$ cat src/rtl/nabp_shift_sequencer.sv
// -----------------------------------------------------------------------------
// nabp_shift_sequencer
//
// Per-line sequencer for the backprojection datapath. A kick from state
// control starts one line. The line produces:
//   - a mapper start pulse,
//   - one shift enable per line element, stalled while the line buffer is empty,
//   - a PE-chain shift enable aligned to the line-buffer RAM read latency,
//   - a completion pulse.
//
// Ports
//   clk          in   clock
//   reset_n      in   synchronous, active-low reset
//   sc_kick      in   start one line (sampled only while sh_ready=1)
//   lb_valid     in   line buffer can supply an element this cycle
//   sh_ready     out  idle, will accept sc_kick
//   sh_kick      out  one-cycle mapper start pulse
//   sh_shift_en  out  mapper advance / element request this cycle
//   sh_done      out  one-cycle line-complete pulse
//   sh_cnt       out  index of the element requested by sh_shift_en
//   pe_shift_en  out  sh_shift_en delayed by RAM_LATENCY cycles
// -----------------------------------------------------------------------------
module nabp_shift_sequencer #(
    parameter int LINE_SIZE   = 256,
    parameter int RAM_LATENCY = 1,
    parameter int CNT_W       = $clog2(LINE_SIZE)
) (
    input  logic             clk,
    input  logic             reset_n,
    input  logic             sc_kick,
    input  logic             lb_valid,
    output logic             sh_ready,
    output logic             sh_kick,
    output logic             sh_shift_en,
    output logic             sh_done,
    output logic [CNT_W-1:0] sh_cnt,
    output logic             pe_shift_en
);

    // The drain counter holds values up to RAM_LATENCY-1, and RAM_LATENCY is at most 4.
    localparam int DRAIN_W = 3;
    localparam logic [CNT_W-1:0] LAST_IDX = CNT_W'(LINE_SIZE - 1);

    typedef enum logic [2:0] {
        ST_READY = 3'd0,
        ST_KICK  = 3'd1,
        ST_SHIFT = 3'd2,
        ST_DRAIN = 3'd3,
        ST_DONE  = 3'd4
    } state_e;

    state_e               state_q, state_d;
    logic [CNT_W-1:0]     cnt_q, cnt_d;
    logic [DRAIN_W-1:0]   drain_q, drain_d;

    // NOTE: sequential state uses non-blocking assignments so every register
    // samples the pre-edge value of its inputs, independent of block order.
    always_ff @(posedge clk) begin
        if (!reset_n) begin
            state_q <= ST_READY;
            cnt_q   <= '0;
            drain_q <= '0;
        end else begin
            state_q <= state_d;
            cnt_q   <= cnt_d;
            drain_q <= drain_d;
        end
    end

    // NOTE: every signal written here gets a default first, so no path through
    // the case statement can leave one unassigned and infer a latch.
    always_comb begin
        state_d     = state_q;
        cnt_d       = cnt_q;
        drain_d     = drain_q;
        sh_ready    = 1'b0;
        sh_kick     = 1'b0;
        sh_shift_en = 1'b0;
        sh_done     = 1'b0;

        case (state_q)
            ST_READY: begin
                sh_ready = 1'b1;
                if (sc_kick) begin
                    state_d = ST_KICK;
                    cnt_d   = '0;
                end
            end
            ST_KICK: begin
                sh_kick = 1'b1;
                state_d = ST_SHIFT;
            end
            ST_SHIFT: begin
                // An empty line buffer stalls the line, with no limit on the stall length.
                sh_shift_en = lb_valid;
                if (lb_valid) begin
                    if (cnt_q == LAST_IDX) begin
                        if (RAM_LATENCY == 0) begin
                            state_d = ST_DONE;
                        end else begin
                            // Wait here until the last request has left the RAM pipeline.
                            state_d = ST_DRAIN;
                            drain_d = DRAIN_W'(RAM_LATENCY - 1);
                        end
                    end else begin
                        cnt_d = cnt_q + CNT_W'(1);
                    end
                end
            end
            ST_DRAIN: begin
                if (drain_q == '0) begin
                    state_d = ST_DONE;
                end else begin
                    drain_d = drain_q - DRAIN_W'(1);
                end
            end
            ST_DONE: begin
                sh_done = 1'b1;
                state_d = ST_READY;
            end
            default: begin
                state_d = ST_READY;
            end
        endcase
    end

    assign sh_cnt = cnt_q;

    // The PE shift enable trails the element request by the RAM read latency.
    generate
        if (RAM_LATENCY == 0) begin : g_no_pipe
            assign pe_shift_en = sh_shift_en;
        end else begin : g_pipe
            logic [RAM_LATENCY-1:0] pipe_q;

            // NOTE: the alignment pipeline is reset with the FSM. A reset in the
            // middle of a line therefore leaves no stale PE shifts in flight.
            always_ff @(posedge clk) begin
                if (!reset_n) begin
                    pipe_q <= '0;
                end else begin
                    pipe_q <= (pipe_q << 1) | RAM_LATENCY'(sh_shift_en);
                end
            end

            assign pe_shift_en = pipe_q[RAM_LATENCY-1];
        end
    endgenerate

endmodule

$ cat config.mk
export PLATFORM = sky130hd
export DESIGN_NAME = nabp_shift_sequencer
export DESIGN_NICKNAME = d
export VERILOG_FILES = /design/src/rtl/nabp_shift_sequencer.sv
export SDC_FILE = /design/constraint.sdc
export NUM_CORES = 1
export LEC_CHECK = 0
export BUFFER_PORTS_ARGS = -buffer_cell sky130_fd_sc_hd__clkbuf_2
export CAP_MARGIN = 20
export CORE_MARGIN = 5
export CORE_UTILIZATION = 55
export CTS_BUF_LIST = sky130_fd_sc_hd__clkbuf_4 sky130_fd_sc_hd__clkbuf_8
export CTS_CLUSTER_SIZE = 14
export DETAILED_ROUTE_END_ITERATION = 16
export PLACE_DENSITY = 0.8
export SYNTH_ARGS = -nofsm -noshare
export SYNTH_HDL_FRONTEND = slang
export SYNTH_SLANG_ARGS = --single-unit
$ cat constraint.sdc
create_clock -name clk -period 2.1 [get_ports clk]
set_input_delay 0.21 -clock clk [delete_from_list [all_inputs] [get_ports clk]]
set_output_delay 0.21 -clock clk [all_outputs]
set_load 0.1 [all_outputs]
# Word level (Yosys, flattened, before mapping)
# Cells that the tools add are included.
word_totals:
  ff_bits: 15
  latchBits: 0
  mem_bits_rw: 0
  mem_bits_ro: 0
  output_inout_bits: 13
  elab_cells: 41
  n_memories: 0
classes:
  n_addsub: 2
  n_mul: 0
  div_mod_pow: 0
  n_lt_le_gt_ge: 0
  n_eq_ne: 11
  shift: 0
  mux: 17
  bitwise: 0
  n_reduce_logical: 7
ops:
  columns: ["op", "n"]
  rows:
  - ["$mux W8", 3]
  - ["$mux W3", 7]
  - ["$pmux W8 S2", 1]
  - ["$ne A2 B2 Y1 const B", 6]
  - ["$pmux W3 S4", 1]
  - ["$reduce_and A4 Y1", 3]
  - ["$add A8 B1 Y8 const B", 1]
  - ["$eq A8 B8 Y1 const B", 1]
  - ["$eq A3 B2 Y1 const B", 2]
  - ["$logic_not A3 Y1", 2]
  - ["$pmux W3 S2", 1]
  - ["$mux W1", 4]
  - ["$reduce_bool A2 Y1", 2]
  - ["$eq A3 B1 Y1 const B", 1]
  - ["$eq A3 B3 Y1 const B", 1]
  - ["$sub A3 B1 Y3 const B", 1]

# Longest topological paths before layout
# Gate-level depths: netlist (run 1).
logic_depth:
  depth_word: 4
  depth_mapped: 7
  ltp_nobuf: 7

# Least setup slack after synthesis (run 1)
# No wires, ideal clock.
synth_timing:
  path_kind: "register -> output"
  start: "register state_q[2]"
  end: "output port sh_done"
  arrival_time_ns: 2.552
  required_time_ns: 1.890
  slack_ns: -0.662
  path_stages_with_launch: 3
  path_buffers: 0
  cell_sequence: "dfxtp_1 -> inv_1 -> nor3_1"
synth_between:
  elab_chain_len: 2
synth_lines:
  columns: ["element", "line", "source"]
  rows:
  - ["start: declaration", "52", "state_e state_q, state_d;"]
  - ["start signal: assignment", "64", "state_q <= state_d;"]
  - ["$eq A3 B3 Y1", "81", "case (state_q)"]
  - ["$mux W1", "81", null]
  - ["end: declaration", "35", "output logic sh_done,"]
# No other way between the ends.

# Final worst setup path (run 1)
layout_timing:
  start: "register state_q[1]"
  end: "output port sh_shift_en"
layout_between:
  elab_chain_len: 2
layout_lines:
  columns: ["element", "line", "source"]
  rows:
  - ["$eq A3 B2 Y1", "81", null]
  - ["$mux W1", "81", null]
  - ["end: declaration", "34", "output logic sh_shift_en,"]
# No other way between the ends.

==> impl_metrics.env, run 1 <==
export IMPL_outcome="complete, no violations"
export IMPL_ir_drop_mv=0.350
export IMPL_cts_tree="yes"
export IMPL_yosysSeqAreaShare_pct=37.6
export IMPL_io_pins=17
export IMPL_synth_edf_count=0
export IMPL_synth_flop_cell="dfxtp_1"
export IMPL_rsz0062_at_grt="no"
export IMPL_fp_dieArea_sq_mm=0.00232
export IMPL_clkPwrFrac_pct=28.0
export IMPL_whs_path_depth=2
export IMPL_syn_instance_count=91
export IMPL_rr_startpoint="drain_q[0]$_SDFFE_PN0P_"
export IMPL_root_buffer="clkbuf_4"
export IMPL_hold_path_startpoint="reset_n"
export IMPL_num_nets_final=116
export IMPL_grt_max_degree=12
export IMPL_power_leakage_nw=0.348
export IMPL_finalCritPeriodShare_pct=89.6
export IMPL_wl_mm=1.74
export IMPL_first_pass_iters=4
export IMPL_antenna_left=0
export IMPL_wl_per_cell_microns=14.2
export IMPL_relSlewSlack_pct=63.7
export IMPL_crit_buf_inv=1
export IMPL_ys_types=29
export IMPL_avgSynthCellArea_sq_um=8.79
export IMPL_power_total_uw=586
export IMPL_grt_usage_pct=18.5
export IMPL_hpwl_mm=1.31
export IMPL_design_area_sq_um=912
export IMPL_finalHoldWorstSlack_ps=331
export IMPL_hold_buffers=0
export IMPL_holdPathEnd="state_q[0]$_SDFFE_PN0P_"
export IMPL_clock_skew_ps=0.849
export IMPL_portBuffers=16
export IMPL_seqPwrFrac_pct=51.9
export IMPL_synth_nets=98
export IMPL_cts_num_sinks=15
export IMPL_htree_levels=1
export IMPL_dp_slack_ps=346
export IMPL_gp_congestion=0.810
export IMPL_cts_inserted_buffers=3
export IMPL_cts_buffer_depth=2
export IMPL_fp_row_count=13
export IMPL_crit_type="reg -> out"
export IMPL_drc=0
export IMPL_overflow=0
export IMPL_critPathLaunchType="flop"
export IMPL_clk_pin_slew_ps=90
export IMPL_hold_viol_final=0
export IMPL_crit_family="flip-flops"
export IMPL_r2r_end="drain_q[2]$_SDFFE_PN0P_"
export IMPL_end_kind="primary output"
export IMPL_grt_pass1_vias=679
export IMPL_final_seq_area_sq_um=304
export IMPL_p_sw_share_pct=33.7
export IMPL_via_count=738
export IMPL_area_delta_synth_final_pct=14.1
export IMPL_antenna_found_initial=0
export IMPL_layoutNonFillerInstCount=123
export IMPL_fillers=112
export IMPL_cts_setup_buffers=0
export IMPL_pwr_share_comb_pct=20.1
export IMPL_die_y_microns=48.1
export IMPL_required_ps=1890
export IMPL_die_w_microns=48.1
export IMPL_fmax_mhz=532
export IMPL_clkLatencyLatePin_ps=280
export IMPL_maxCapViolCount=0
export IMPL_place_inst=119
export IMPL_setup_ws_ps=219
export IMPL_ys_ff_latch=15
export IMPL_reg2regPathDepth=6
export IMPL_yosysWarnings=0
export IMPL_worst_pin_slew_ps=546
export IMPL_cp_slowest_stage_delay_ps=560
export IMPL_switchingPower_uw=198
export IMPL_viasPerCell=6.00
export IMPL_cts_resized=0
export IMPL_grt_pass1_wl_mm=3.00
export IMPL_placed_cell_area_sq_um=885
export IMPL_period_needed_ps=1880
export IMPL_design_core_area_sq_mm=0.00133
export IMPL_drive_gt1_share_pct=29.6
export IMPL_tns_ps=0
export IMPL_internal_power_uw=388
export IMPL_path_cells="and4bb_2, clkbuf_2"
export IMPL_worst_path_max_fanout=10
export IMPL_drv_slew=0
export IMPL_slowest_stage="dfxtp_1"
export IMPL_multi_input_area_sq_um=448
export IMPL_utilization_pct=68.4
export IMPL_async_flop_share_pct=0
export IMPL_reg2reg_setup_slack_ps=270
export IMPL_syn_area_sq_um=800
export IMPL_arrival_ps=1670
export IMPL_initial_utilization_pct=59.9
export IMPL_dr_first_iter_drc_count=24
export IMPL_finalSetupViolations=0
export IMPL_antennaDiodeCount=0
export IMPL_hp_class="in -> reg"
export IMPL_power_per_cell_area_mw_per_mm2=642
worst reg2reg max path: cells and delay by family, from the launching register on:
kind                       cells  cell delay (ps)
AOI/OAI and AO/OA              2              540
adders and majority gates      2              390
buffers and inverters          1               50
DFF                            1              360
and+or+nand+nor                1              390
kinds of logic after synthesis:
kind of cell | synth area share (%)
buffers and inverters | 7.67
muxes | 1.25
DFF | 37.6
AOI/OAI and AO/OA | 24.3
adders and majority gates | 4.70
and+or+nand+nor | 24.6
sequential cells by signal, indices dropped and copies added (netlist names):
register	count
state_q	3
pe_shift_en	1
sh_cnt	8
drain_q	3
synthesized netlist by cell type, drive strengths merged, types with 2 or more instances:
cell type / instances / area [sq um]
a21oi: 5 / 25.0
a31oi: 7 / 43.8
and3: 2 / 12.5
buf: 3 / 27.5
dfxtp: 15 / 300
ha: 3 / 37.5
inv: 9 / 33.8
nand2: 7 / 26.3
nand3: 7 / 35.0
nand4: 3 / 18.8
nor2: 5 / 18.8
nor3: 4 / 30.0
o211ai: 2 / 15.0
o21ai: 4 / 31.3
o31ai: 4 / 30.0
power groups by stage:
stage,Combinational [mW],Sequential (mW),Clock [mW]
after detailed placement,0.118,0.310,0
final,0.118,0.304,0.164
after CTS,0.118,0.304,0.167
after floorplan,0.106,0.312,0
after global routing,0.126,0.305,0.185
after global placement,0.118,0.310,0
worst max-delay path by stage:
stage                            startpoint                      end  depth (start not counted)
floorplan            sh_cnt[3]$_SDFFE_PN0P_   sh_cnt[3]$_SDFFE_PN0P_                          4
global placement    drain_q[0]$_SDFFE_PN0P_  drain_q[0]$_SDFFE_PN0P_                          6
detailed placement  drain_q[0]$_SDFFE_PN0P_  drain_q[2]$_SDFFE_PN0P_                          6
CTS                 state_q[1]$_SDFFE_PN0P_              sh_shift_en                          2
global route        state_q[1]$_SDFFE_PN0P_              sh_shift_en                          2
finish              state_q[1]$_SDFFE_PN0P_              sh_shift_en                          2
metal layers:
metal,up-vias,GRT usage [%],share of wire (%)
met1,331,23.5,45
li1,376,-,-
met2,25,29.6,45
met5,-,0,0
met3,6,4.80,5.9
met4,0,8.06,3.4
final cells by class:
class                      instances  area share (%)
clock inverter                     1           0.549
tap                               15            2.06
sequential                        15            33.3
clock buffer                       3            2.47
inverter                           9            3.70
multi-input combinational         64            49.1
timing repair buffer              16            8.78
cells in the final DEF, fill, tap and decap left out, types with 2 or more instances in the layout:
master | synthesis | layout
dfxtp_2 | 0 | 3
a21oi_1 | 5 | 5
nand3_1 | 7 | 7
nand2_1 | 7 | 7
clkbuf_4 | 0 | 3
inv_1 | 9 | 9
o21ai_0 | 3 | 3
o211ai_1 | 2 | 2
and3_1 | 2 | 2
clkbuf_2 | 0 | 16
nor2_1 | 5 | 5
o31ai_1 | 4 | 4
ha_1 | 3 | 3
nand4_1 | 3 | 3
a31oi_1 | 7 | 7
nor3_2 | 2 | 4
dfxtp_1 | 15 | 12
Note: power is estimated with default switching activity, not from simulation.
==> inputs of run 2 (changes only) <==
--- a/config.mk
+++ b/config.mk
@@ -8,11 +8,11 @@
 export BUFFER_PORTS_ARGS = -buffer_cell sky130_fd_sc_hd__clkbuf_2
 export CAP_MARGIN = 20
 export CORE_MARGIN = 5
-export CORE_UTILIZATION = 55
+export CORE_UTILIZATION = 59
 export CTS_BUF_LIST = sky130_fd_sc_hd__clkbuf_4 sky130_fd_sc_hd__clkbuf_8
 export CTS_CLUSTER_SIZE = 14
 export DETAILED_ROUTE_END_ITERATION = 16
-export PLACE_DENSITY = 0.8
+export PLACE_DENSITY = 0.85
 export SYNTH_ARGS = -nofsm -noshare
 export SYNTH_HDL_FRONTEND = slang
 export SYNTH_SLANG_ARGS = --single-unit
==> constraint.sdc (replaced) <==
create_clock -name clk -period 2.2 [get_ports clk]
set_input_delay 0.22 -clock clk [delete_from_list [all_inputs] [get_ports clk]]
set_output_delay 0.22 -clock clk [all_outputs]
set_load 0.1 [all_outputs]
==> run 2 against run 1 <==
Against the previous run: register-to-register slack improved by 250 ps; critical path depth unchanged; sequential power decreased by 5%; critical endpoint unchanged; clock skew about the same; power decreased by 2.3%; cell area increased by 0.14%.
==> impl_metrics.env, run 2 (synthesis gave the netlist of run 1 again) <==
export IMPL_outcome="complete, no violations"
export IMPL_io_pins=17
export IMPL_antenna_found_initial=0
export IMPL_internal_power_uw=386
export IMPL_grt_usage_pct=18.0
export IMPL_antenna_left=0
export IMPL_root_buffer="clkbuf_4"
export IMPL_finalCritPeriodShare_pct=84.7
export IMPL_ir_drop_mv=0.398
export IMPL_final_cell_mix="clkbuf_2 (16), dfxtp_1 (13), inv_1 (9)"
export IMPL_fp_row_count=13
export IMPL_die_y_microns=46.8
export IMPL_antennaDiodeCount=0
export IMPL_wl_mm=1.60
export IMPL_clock_skew_ps=0.741
export IMPL_path_cells="and4bb_2, clkbuf_2"
export IMPL_cts_inserted_buffers=3
export IMPL_grt_pass1_vias=643
export IMPL_utilization_pct=71.1
export IMPL_place_inst=119
export IMPL_die_w_microns=46.8
export IMPL_hold_viol_final=0
export IMPL_worst_path_max_fanout=10
export IMPL_switchingPower_uw=187
export IMPL_finalHoldWorstSlack_ps=323
export IMPL_use_met2_pct=27.1
export IMPL_clkLatencyLatePin_ps=280
export IMPL_cts_num_sinks=15
export IMPL_first_pass_iters=4
export IMPL_viasPerCell=5.78
export IMPL_p_sw_share_pct=32.6
export IMPL_finalSetupViolations=0
export IMPL_use_met1_pct=23.3
export IMPL_grt_max_degree=12
export IMPL_period_needed_ps=1860
export IMPL_htree_levels=1
export IMPL_crit_family="flip-flops"
export IMPL_cp_slowest_stage_delay_ps=540
export IMPL_fp_dieArea_sq_mm=0.00219
export IMPL_via_count=711
export IMPL_clkPwrFrac_pct=29.6
export IMPL_maxCapViolCount=0
export IMPL_portBuffers=16
export IMPL_hpwl_mm=1.18
export IMPL_dp_slack_ps=556
export IMPL_initial_utilization_pct=62.2
export IMPL_dr_first_iter_drc_count=12
export IMPL_setup_ws_ps=337
export IMPL_area_delta_synth_final_pct=14.2
export IMPL_drc=0
export IMPL_layoutNonFillerInstCount=123
export IMPL_slowest_stage="dfxtp_1"
export IMPL_critPathLaunchType="flop"
export IMPL_cts_setup_buffers=0
export IMPL_pwr_share_comb_pct=19.8
export IMPL_crit_type="reg -> out"
export IMPL_grt_pass1_wl_mm=2.77
export IMPL_rsz0062_at_grt="no"
export IMPL_cts_tree="yes"
export IMPL_hp_class="in -> reg"
export IMPL_hold_buffers=0
export IMPL_power_leakage_nw=0.348
export IMPL_relSlewSlack_pct=63.9
export IMPL_tns_ps=0
export IMPL_use_met3_pct=4.60
export IMPL_power_per_cell_area_mw_per_mm2=627
export IMPL_overflow=0
export IMPL_seqPwrFrac_pct=50.6
export IMPL_final_common_cell="clkbuf_2"
export IMPL_drive_gt1_share_pct=28.7
export IMPL_design_core_area_sq_mm=0.00128
export IMPL_cts_buffer_depth=2
export IMPL_fmax_mhz=537
export IMPL_arrival_ps=1640
export IMPL_top_usage_layer="met2"
export IMPL_wl_per_cell_microns=13.0
export IMPL_gp_congestion=0.770
export IMPL_worst_pin_slew_ps=543
export IMPL_largest_register_ffs=8
export IMPL_num_nets_final=116
export IMPL_crit_buf_inv=1
export IMPL_drv_slew=0
export IMPL_clk_pin_slew_ps=90
export IMPL_required_ps=1980
export IMPL_cts_resized=0
export IMPL_end_kind="primary output"
-- run 2: area by class of cell --
| type | count | area, sq um |
|---|---|---|
| clock buffers | 4 | 30.0 |
| fillers | 112 | 372 |
| inverters | 9 | 33.8 |
| multi-input cells | 64 | 448 |
| flip-flops and latches | 15 | 303 |
| well taps | 15 | 18.8 |
| repair buffers | 16 | 80.1 |
-- run 2: routing by layer --
metal  vias to the layer above  routed length, microns
met2                        14                     681
met4                         0                      28
met3                         4                      95
li1                        369                       -
met5                         -                       0
met1                       324                     793
-- run 2: per-stage QoR --
stage / total power [mW] / area, sq um
6_report: 0.572 / 913
3_3_place_gp: 0.408 / 883
2_1_floorplan: 0.398 / 812
4_1_cts: 0.583 / 913
3_5_place_dp: 0.409 / 883
5_1_grt: 0.602 / 913
-- run 2: path summary, 6_finish.rpt --
kind | startpoint | endpoint | slack, ps | cells after the start
max | state_q[1]$_SDFFE_PN0P_ | sh_shift_en | 340 | 2
min | reset_n | state_q[0]$_SDFFE_PN0P_ | 320 | 2
max reg2reg | drain_q[0]$_SDFFE_PN0P_ | drain_q[0]$_SDFFE_PN0P_ | 520 | 6
min reg2reg | drain_q[1]$_SDFFE_PN0P_ | drain_q[1]$_SDFFE_PN0P_ | 470 | 2
-- run 2: power groups by stage --
| stage | clock (mW) | combinational (mW) | sequential, mW |
|---|---|---|---|
| 2_1_floorplan | 0 | 0.101 | 0.298 |
| 3_5_place_dp | 0 | 0.114 | 0.296 |
| 6_report | 0.170 | 0.113 | 0.290 |
| 5_1_grt | 0.191 | 0.120 | 0.291 |
| 4_1_cts | 0.180 | 0.114 | 0.289 |
| 3_3_place_gp | 0 | 0.112 | 0.295 |
==> inputs of run 3 (changes only) <==
--- a/config.mk
+++ b/config.mk
@@ -5,14 +5,15 @@
 export SDC_FILE = /design/constraint.sdc
 export NUM_CORES = 1
 export LEC_CHECK = 0
+export ABC_AREA = 1
 export BUFFER_PORTS_ARGS = -buffer_cell sky130_fd_sc_hd__clkbuf_2
 export CAP_MARGIN = 20
 export CORE_MARGIN = 5
-export CORE_UTILIZATION = 59
+export CORE_UTILIZATION = 51
 export CTS_BUF_LIST = sky130_fd_sc_hd__clkbuf_4 sky130_fd_sc_hd__clkbuf_8
 export CTS_CLUSTER_SIZE = 14
 export DETAILED_ROUTE_END_ITERATION = 16
-export PLACE_DENSITY = 0.85
+export PLACE_DENSITY = 0.77
 export SYNTH_ARGS = -nofsm -noshare
 export SYNTH_HDL_FRONTEND = slang
 export SYNTH_SLANG_ARGS = --single-unit
==> constraint.sdc (replaced) <==
create_clock -name clk -period 1.6 [get_ports clk]
set_input_delay 0.16 -clock clk [delete_from_list [all_inputs] [get_ports clk]]
set_output_delay 0.16 -clock clk [all_outputs]
set_load 0.1 [all_outputs]
==> run 3 against run 2 <==
Against the previous run: synthesized cell count is 57% higher; register-to-register slack worse by 370 ps; largest power group is now combinational logic; cell area is 23% higher; utilization is 5.4 points lower; worst setup slack worse by 250 ps; via count is 32% higher; power grew to 4.0 times the previous value; clock skew is 5.0 ps higher; critical endpoint unchanged; sequential share of layout area is 4.9 points lower; routed wire length is 22% higher; count of clock-buffer cells in the layout stayed put.
==> impl_metrics.env, run 3 <==
export IMPL_hold_viol_final=0
export IMPL_finalSetupViolations=0
export IMPL_syn_area_sq_um=907
export IMPL_period_needed_ps=1510
export IMPL_reg2reg_setup_slack_ps=150
export IMPL_dr_first_iter_drc_count=21
export IMPL_use_met2_pct=26.2
export IMPL_endpoint="sh_shift_en"
export IMPL_clkLatencyLatePin_ps=270
export IMPL_use_met1_pct=21.5
export IMPL_setup_worst_path_start="state_q[1]$_SDFFE_PN0P_"
export IMPL_clock_skew_ps=5.70
export IMPL_die_y_microns=52.2
export IMPL_synth_flop_cell="dfxtp_1"
export IMPL_finalHoldWorstSlack_ps=187
export IMPL_wl_mm=1.95
export IMPL_fillers=157
export IMPL_multi_input_area_sq_um=557
export IMPL_outcome="complete, no violations"
export IMPL_synth_edf_count=0
export IMPL_crit_type="reg -> out"
export IMPL_num_nets_final=168
export IMPL_fp_dieArea_sq_mm=0.00272
export IMPL_netlist_top_cells_count="nand2_1 (32), nor2_1 (31), inv_1 (17)"
export IMPL_async_flop_share_pct=0
export IMPL_clk_pin_slew_ps=100
export IMPL_cts_buffer_depth=2
export IMPL_antenna_left=0
export IMPL_htree_levels=1
export IMPL_maxCapViolCount=0
export IMPL_r2r_end="drain_q[1]$_SDFFE_PN0P_"
export IMPL_grt_pass1_wl_mm=3.44
export IMPL_ys_types=23
export IMPL_antennaDiodeCount=0
export IMPL_largest_register_ffs=8
export IMPL_initial_utilization_pct=53.1
export IMPL_ys_top_cells_by_area="dfxtp_1 (33%), nand2_1 (13%), nor2_1 (13%), nand3_1 (7.2%), inv_1 (7.0%)"
export IMPL_avgSynthCellArea_sq_um=6.34
export IMPL_top_usage_layer="met2"
export IMPL_synth_nets=150
export IMPL_synth_top_cell_by_area="dfxtp_1"
export IMPL_io_pins=17
export IMPL_netlist_area_leader_share_pct=33.1
export IMPL_final_common_cell="nand2_1"
export IMPL_antenna_found_initial=0
export IMPL_cts_num_sinks=15
export IMPL_overflow=0
export IMPL_layoutNonFillerInstCount=185
export IMPL_grt_usage_pct=16.8
export IMPL_die_w_microns=52.2
export IMPL_area_delta_synth_final_pct=23.6
export IMPL_cts_tree="yes"
export IMPL_grt_pass1_vias=823
export IMPL_yosysSeqAreaShare_pct=33.1
export IMPL_design_core_area_sq_mm=0.00171
export IMPL_yosysWarnings=0
export IMPL_grt_max_degree=11
export IMPL_reg2regPathDepth=7
export IMPL_cts_inserted_buffers=3
export IMPL_final_cell_mix="nand2_1 (32), nor2_1 (28), inv_1 (17)"
export IMPL_hp_class="in -> reg"
export IMPL_end_kind="primary output"
export IMPL_drc=0
export IMPL_drive_gt1_share_pct=28.7
export IMPL_relSlewSlack_pct=64.0
export IMPL_root_buffer="clkbuf_4"
export IMPL_rr_startpoint="drain_q[0]$_SDFFE_PN0P_"
export IMPL_power_per_cell_area_mw_per_mm2=2050
export IMPL_final_seq_area_sq_um=317
export IMPL_design_area_sq_mm=0.00112
export IMPL_critPathLaunchType="flop"
export IMPL_required_ps=1440
export IMPL_drv_slew=0
export IMPL_wl_per_cell_microns=10.6
export IMPL_via_count=942
export IMPL_use_met3_pct=4.27
export IMPL_finalCritPeriodShare_pct=94.4
export IMPL_placed_cell_area_sq_mm=0.00109
export IMPL_arrival_ps=1350
export IMPL_portBuffers=16
export IMPL_syn_instance_count=143
export IMPL_fmax_mhz=662
export IMPL_ys_ff_latch=15
export IMPL_viasPerCell=5.09
export IMPL_place_inst=181
export IMPL_hpwl_mm=1.49
export IMPL_first_pass_iters=6
export IMPL_gp_congestion=0.885
export IMPL_tns_ps=0
export IMPL_fp_row_count=15
export IMPL_rsz0062_at_grt="no"
export IMPL_ir_drop_mv=1.23
export IMPL_power_leakage_nw=0.530
export IMPL_yosysMostFrequentCell="nand2_1"
export IMPL_worst_pin_slew_ps=542
export IMPL_worst_path_max_fanout=9
-- run 3: cell count changes after synthesis, sizes merged, moves of 4 or more --
cell   previous run  this run
a31oi             7         1
inv               9        19
nand2             7        36
nand3             7        14
nor2              5        32
o31ai             4         0
-- run 3: per-layer routing --
metal / routed length [microns] / vias up
li1: - / 484
met1: 896 / 427
met2: 884 / 27
met3: 130 / 4
met4: 42 / 0
met5: 0 / -
-- run 3: cell type report --
| cell class | instances | area share (%) |
|---|---|---|
| flip-flops and latches | 15 | 28.2 |
| clock buffers | 4 | 2.68 |
| well taps | 25 | 2.79 |
| multi-input cells | 106 | 49.7 |
| repair buffers | 16 | 10.3 |
| inverters | 19 | 6.36 |
-- run 3: worst min-delay path by stage --
stage | from | endpoint | cells after the start
6_report | lb_valid | pe_shift_en$_SDFF_PN0_ | 3
5_1_grt | lb_valid | pe_shift_en$_SDFF_PN0_ | 3
4_1_cts | lb_valid | pe_shift_en$_SDFF_PN0_ | 3
3_5_place_dp | lb_valid | pe_shift_en$_SDFF_PN0_ | 3
3_3_place_gp | lb_valid | pe_shift_en$_SDFF_PN0_ | 3
2_1_floorplan | lb_valid | pe_shift_en$_SDFF_PN0_ | 2
-- run 3: power by group --
part           internal [mW]  switching, mW  total [mW]
Sequential             0.466          0.114       0.581
Clock                  0.113          0.120       0.234
Combinational          0.360           1.12        1.48
Total                  0.940           1.36        2.30
-- run 3: kinds of logic (layout without fill, tap and decap cells) --
family,Yosys count,in the layout,synth area share [%]
flip-flops,15,15,33.1
AND/OR/NAND/NOR,93,93,46.8
AO/OA/AOI/OAI,10,10,5.66
buffers and inverters,22,39,10.3
adder cells (fa/ha/maj),3,3,4.14
-- run 3: critical path: stages (launching register included) --
cell and delay, ps:
dfxtp_1 550, nand2_4 160, nor2_4 180, buf_12 190
-- run 3: timing repair --
| item | 4_1_cts | 5_1_grt |
|---|---|---|
| endpoints found under the hold margin | 0 | 0 |
| buffers inserted | 0 | 0 |
| endpoints found under the setup margin | 0 | 7 |
| hold buffers | 0 | 0 |
| gates resized for setup | 0 | 2 |
-- run 3: stage by stage --
stage / setup slack [ps] / util, % / total power, mW
2_1_floorplan: -84.4 / - / 1.79
3_3_place_gp: 148 / 63.6 / 2.06
3_5_place_dp: 123 / 63.6 / 2.08
4_1_cts: 67.0 / 65.3 / 2.32
5_1_grt: 6.35 / 65.6 / 2.46
6_report: 89.8 / 65.6 / 2.30
